[src/rtl/uart_wb_lane_bridge.sv]
// Wishbone slave front-end for the UART register file: each bus access is split into one
// 8-bit register access per selected byte lane, and read bytes are gathered back into the bus word.
module uart_wb_lane_bridge #(
   parameter int DATA_W = 32,
   parameter int ADDR_W = 3,
   parameter int RD_LAT = 1
) (
   input  logic                                  clock,
   input  logic                                  wb_rst_i,
   input  logic [ADDR_W-1:0]                     wb_adr_i,
   input  logic [DATA_W-1:0]                     wb_dat_i,
   input  logic [DATA_W/8-1:0]                   wb_sel_i,
   input  logic                                  wb_we_i,
   input  logic                                  wb_stb_i,
   input  logic                                  wb_cyc_i,
   output logic                                  wb_ack_o,
   output logic [DATA_W-1:0]                     wb_dat_o,
   output logic                                  busy_o,
   output logic [ADDR_W+$clog2(DATA_W/8)-1:0]    reg_addr_o,
   output logic                                  reg_we_o,
   output logic                                  reg_re_o,
   output logic [7:0]                            reg_wdat_o,
   input  logic [7:0]                            reg_rdat_i
);

   localparam int BYTES = DATA_W / 8;
   localparam int LB    = $clog2(BYTES);
   localparam int LW    = (LB > 0) ? LB : 1;
   localparam int AW    = ADDR_W + LB;

   generate
      if ((DATA_W != 8) && (DATA_W != 32)) begin : g_bad_data_w
         $error("uart_wb_lane_bridge: DATA_W must be 8 or 32");
      end
      if ((RD_LAT < 1) || (RD_LAT > 4)) begin : g_bad_rd_lat
         $error("uart_wb_lane_bridge: RD_LAT must be in 1..4");
      end
   endgenerate

   typedef enum logic [1:0] {IDLE, ACCESS, WAIT, ACK} state_t;

   state_t                  r_state;
   logic [ADDR_W-1:0]       r_adr;
   logic                    r_we;
   logic [BYTES-1:0]        r_mask;
   logic [LW-1:0]           r_lane;
   logic [BYTES-1:0][7:0]   r_dat;
   logic [BYTES-1:0][7:0]   r_buf;
   logic [1:0]              r_cnt;

   logic [BYTES-1:0][7:0]   w_din;
   logic [BYTES-1:0]        w_mask_clr;
   logic [BYTES-1:0][7:0]   w_buf_upd;
   logic [LW-1:0]           w_first_lane;
   logic [LW-1:0]           w_next_lane;
   logic                    w_done;

   function automatic logic [LW-1:0] f_lowest(input logic [BYTES-1:0] m);
      f_lowest = '0;
      for (int i = BYTES - 1; i >= 0; i--)
         if (m[i]) f_lowest = LW'(i);
   endfunction

   function automatic logic [AW-1:0] f_byte_addr(input logic [ADDR_W-1:0] adr,
                                                 input logic [LW-1:0] lane);
      f_byte_addr = (AW'(adr) << LB) | AW'(lane);
   endfunction

   assign w_din        = wb_dat_i;
   assign w_first_lane = f_lowest(wb_sel_i);
   assign w_next_lane  = f_lowest(w_mask_clr);

   // A lane completes on its write strobe, or on the last cycle of its read wait.
   always_comb begin
      w_mask_clr         = r_mask;
      w_mask_clr[r_lane] = 1'b0;
      w_buf_upd          = r_buf;
      w_buf_upd[r_lane]  = reg_rdat_i;
      w_done             = ((r_state == ACCESS) && r_we) ||
                           ((r_state == WAIT) && (r_cnt == 2'd0));
   end

   always_ff @(posedge clock) begin
      if (wb_rst_i) begin
         r_state    <= IDLE;
         wb_ack_o   <= 1'b0;
         wb_dat_o   <= '0;
         busy_o     <= 1'b0;
         reg_addr_o <= '0;
         reg_we_o   <= 1'b0;
         reg_re_o   <= 1'b0;
         reg_wdat_o <= '0;
      end else begin
         wb_ack_o <= 1'b0;
         wb_dat_o <= '0;
         reg_we_o <= 1'b0;
         reg_re_o <= 1'b0;
         case (r_state)
            IDLE: begin
               if (wb_cyc_i && wb_stb_i) begin
                  r_adr  <= wb_adr_i;
                  r_we   <= wb_we_i;
                  r_mask <= wb_sel_i;
                  r_dat  <= w_din;
                  r_buf  <= '0;
                  r_lane <= w_first_lane;
                  busy_o <= 1'b1;
                  if (wb_sel_i == '0) begin
                     r_state  <= ACK;
                     wb_ack_o <= 1'b1;
                  end else begin
                     r_state    <= ACCESS;
                     reg_addr_o <= f_byte_addr(wb_adr_i, w_first_lane);
                     reg_wdat_o <= w_din[w_first_lane];
                     reg_we_o   <= wb_we_i;
                     reg_re_o   <= !wb_we_i;
                  end
               end
            end
            ACCESS: begin
               if (!r_we) begin
                  r_state <= WAIT;
                  r_cnt   <= 2'(RD_LAT - 1);
               end
            end
            WAIT: begin
               if (r_cnt != 2'd0) r_cnt <= r_cnt - 2'd1;
            end
            ACK: begin
               r_state <= IDLE;
               busy_o  <= 1'b0;
            end
            default: r_state <= IDLE;
         endcase

         // A dropped cycle wins over both ack and lane advance: the access is abandoned.
         if (w_done) begin
            r_mask <= w_mask_clr;
            if (!r_we) r_buf <= w_buf_upd;
            if (!wb_cyc_i) begin
               r_state <= IDLE;
               busy_o  <= 1'b0;
            end else if (w_mask_clr == '0) begin
               r_state  <= ACK;
               wb_ack_o <= 1'b1;
               wb_dat_o <= r_we ? '0 : w_buf_upd;
            end else begin
               r_state    <= ACCESS;
               r_lane     <= w_next_lane;
               reg_addr_o <= f_byte_addr(r_adr, w_next_lane);
               reg_wdat_o <= r_dat[w_next_lane];
               reg_we_o   <= r_we;
               reg_re_o   <= !r_we;
            end
         end
      end
   end

endmodule

[config.mk]
export PLATFORM = sky130hd
export DESIGN_NAME = uart_wb_lane_bridge
export DESIGN_NICKNAME = d
export VERILOG_FILES = /design/src/rtl/uart_wb_lane_bridge.sv
export SDC_FILE = /design/constraint.sdc
export NUM_CORES = 1
export LEC_CHECK = 0
export ABC_AREA = 1
export BUFFER_PORTS_ARGS = -buffer_cell sky130_fd_sc_hd__buf_2
export CAP_MARGIN = 20
export CORE_ASPECT_RATIO = 1.4
export CORE_MARGIN = 2
export CORE_UTILIZATION = 56
export CTS_BUF_LIST = sky130_fd_sc_hd__clkbuf_16
export CTS_CLUSTER_SIZE = 16
export DETAILED_ROUTE_END_ITERATION = 6
export HOLD_SLACK_MARGIN = 0.12
export MAX_ROUTING_LAYER = met4
export PLACE_DENSITY = 0.85
export SYNTH_ARGS = -nofsm -noshare
export SYNTH_HDL_FRONTEND = slang
export SYNTH_SLANG_ARGS = --single-unit
[constraint.sdc]
create_clock -name clock -period 3.3 [get_ports clock]
set_input_delay 0.33 -clock clock [delete_from_list [all_inputs] [get_ports clock]]
set_output_delay 0.33 -clock clock [all_outputs]
set_load 0.02 [all_outputs]
==> metrics.yaml <==
status: "completed"
grt_overflow: 0
synth_largest_area_cell: "edfxtp_1"
synth_nets: 691
fillers: 678
timing.final.crit_share_pct: 77.5
die_w_microns: 89.4
setup_viol: 0
reg2reg_depth: 11
peakVddDrop_v: 0.000458
area_delta_synth_final_pct: 26.0
placed_area_sq_um: 6290
synth_top_area_share_pct: 39.9
rsz0062_at_grt: "false"
leakage_nw: 3.28
ctsHoldBuffers: 35
worstPathRequired_ns: 3.61
synth_flop_cell: "edfxtp_1"
ys_async_sr_fraction_pct: 0
start_kind: "flop"
dp_hpwl_mm: 9.14
syn_inst: 634
crit_chain: "inv_1, ha_1, inv_1, nor2_2, inv_2, nor2_4, inv_2, a21oi_1, nand2_1, nand2_1, nor2_1"
cpMaxStageDelayCell: "nor2_4"
die_area_sq_um: 11000
netlist_area_sq_um: 5720
syn_area_per_cell_sq_um: 9.02
holdPathStages: 1
insertion_delay_ns: 0.42
routed_wl_mm: 14.2
criticalPathCategory: "flop to flop"
final_layout_size_suffix_gt1_share_pct: 21.2
first_iter_violations: 377
ys_top_cells_by_count: "nand2_1, nand3_1, nor2_1"
grt_pass1_vias: 4821
cp.arrival_ns: 2.87
cts_tree: "yes"
cts_resized: 0
yosys_warnings: 0
final_util_pct: 72.4
maxCapViolCount: 0
finalSetupTns_ns: 0
gp_congestion: 0.864
powerDensity_nw_per_um2: 691
yosysMostFrequentCell: "nand2_1"
drc: 0
numPortBuffers: 100
core_area_sq_um: 9950
tightest_slew_ns: 0.821
post-cts-setup-buffer-count: 0
clk_pin_slew_ns: 0.05
track_usage_pct: 27.6
hp-class: "primary input to flop"
io_pins: 101
num_rows: 43
dr_total_vias: 5133
cts.sinks: 127
r2r_start: "r_state[1]$_SDFFE_PP0P_"
ant_nets: 0
synth.yosys.seq_area_share_pct: 57.8
grt_pass1_wl_mm: 22.4
hold_end: "r_we$_DFFE_PP_"
finalHoldWorstSlack_ns: 0.144
skew_ns: 0.00683
antenna_found_initial: 0
grt_max_degree: 66
avgRoutedWirePerCell_microns: 15.6
r2r_slack_ns: 0.74
postLayoutCellArea_sq_um: 7200
initial_core_util_pct: 57.4
cp_slowest_stage_delay_ns: 0.48
synth_area_leaders: "edfxtp_1, dfxtp_1, nand3_1, nand2_1, nor2_1"
maxSlewHeadroom_pct: 45.1
die_h_microns: 124
diodes: 0
hp-start: "wb_we_i"
synth.distinct_cells: 32
fin_crit_ns: 2.56
viasPerCell: 5.65
hold_viol: 0
r2r_end: "reg_wdat_o[0]$_SDFF_PP0_"
max_freq_mhz: 391
cts_buffers: 17
end_kind: "flop"
finalNetCount: 818
synth_edf_count: 76
finalPower_w: 0.00498
drt_first_pass_iters: 5
crit_path_max_fanout: 35
ctsRootBufferMaster: "clkbuf_16"
ys_seq_elements: 127
drv_slew: 0
clock_path_buffers: 2
h-tree-depth: 4
## stage by stage
step | cells | setup WS [ns]
floorplan | 634 | 0.435
global placement | 842 | 0.964
detailed placement | 842 | 0.870
CTS | 909 | 0.832
global route | 909 | 0.597
finish | 909 | 0.742
## worst max path at each step
stage	from	slack, ns	endpoint	cells past startpoint
3_3_place_gp	r_state[1]$_SDFFE_PP0P_	0.96	reg_wdat_o[4]$_SDFF_PP0_	11
4_1_cts	r_state[1]$_SDFFE_PP0P_	0.83	reg_wdat_o[1]$_SDFF_PP0_	11
2_1_floorplan	r_state[0]$_SDFFE_PP0P_	0.43	r_adr[0]$_DFFE_PP_	6
3_5_place_dp	r_state[0]$_SDFFE_PP0P_	0.87	reg_wdat_o[0]$_SDFF_PP0_	11
6_report	r_state[1]$_SDFFE_PP0P_	0.74	reg_wdat_o[0]$_SDFF_PP0_	11
5_1_grt	r_state[0]$_SDFFE_PP0P_	0.60	reg_wdat_o[0]$_SDFF_PP0_	11
## report_power, final
group | internal [W] | leakage (nW) | switching [W]
logic | 0.000400 | 1.86 | 0.000828
registers | 0.00191 | 1.14 | 0.0000926
clock network | 0.00107 | 0.281 | 0.000680
total | 0.00338 | 3.28 | 0.00160
## critical path: cells and delay by family (launching register included)
| family | cells | cell delay (ns) |
|---|---|---|
| adder cells (fa/ha/maj) | 1 | 0.18 |
| AND/OR/NAND/NOR | 5 | 0.98 |
| buffers and inverters | 4 | 0.74 |
| AO/OA/AOI/OAI | 1 | 0.21 |
| flip-flops | 1 | 0.34 |
## sequential cells by signal, indices dropped and copies added, names as in the netlist
signal,flops
r_cnt,2
r_buf,32
reg_re_o,1
r_dat,32
r_mask,4
r_state,2
reg_wdat_o,8
reg_we_o,1
r_lane,2
wb_ack_o,1
reg_addr_o,5
busy_o,1
wb_dat_o,32
r_adr,3
r_we,1
## per-layer routing
layer | vias to the layer above | wire (microns) | GRT usage [%]
li1 | 2399 | - | -
met1 | 2393 | 5270 | 29.7
met2 | 293 | 7380 | 46.1
met3 | 48 | 1040 | 7.34
met4 | 0 | 490 | 14.4
met5 | - | 0 | -
## logic make-up (layout without fill, tap and decap cells)
logic type	count (synthesis)	in the layout	synth area share (%)
AOI/OAI and AO/OA	103	103	9.69
buffers and inverters	89	229	6.28
and+or+nand+nor	310	310	25.2
DFF	127	127	57.8
adders and majority gates	5	5	1.09
## placed cells by master (no fill, tap or decap), types with 35 or more instances in the layout
cell type / count
o21ai_0: 48
dfxtp_1: 51
nand3_1: 83
inv_1: 50
nand2_1: 109
buf_2: 100
edfxtp_1: 76
nor2_1: 78
a21oi_1: 44
dlygate4sd3_1: 35
## final cells by class
cell class | instances | area, sq um | area share [%]
Sequential cell | 127 | 3300 | 45.8
Multi-Input combinational cell | 418 | 2070 | 28.7
Timing Repair Buffer | 139 | 881 | 12.2
Clock buffer | 18 | 450 | 6.25
Inverter | 58 | 218 | 3.02
Tap cell | 135 | 169 | 2.34
Clock inverter | 14 | 115 | 1.60
No activity file was read; power rests on OpenSTA's default activity.
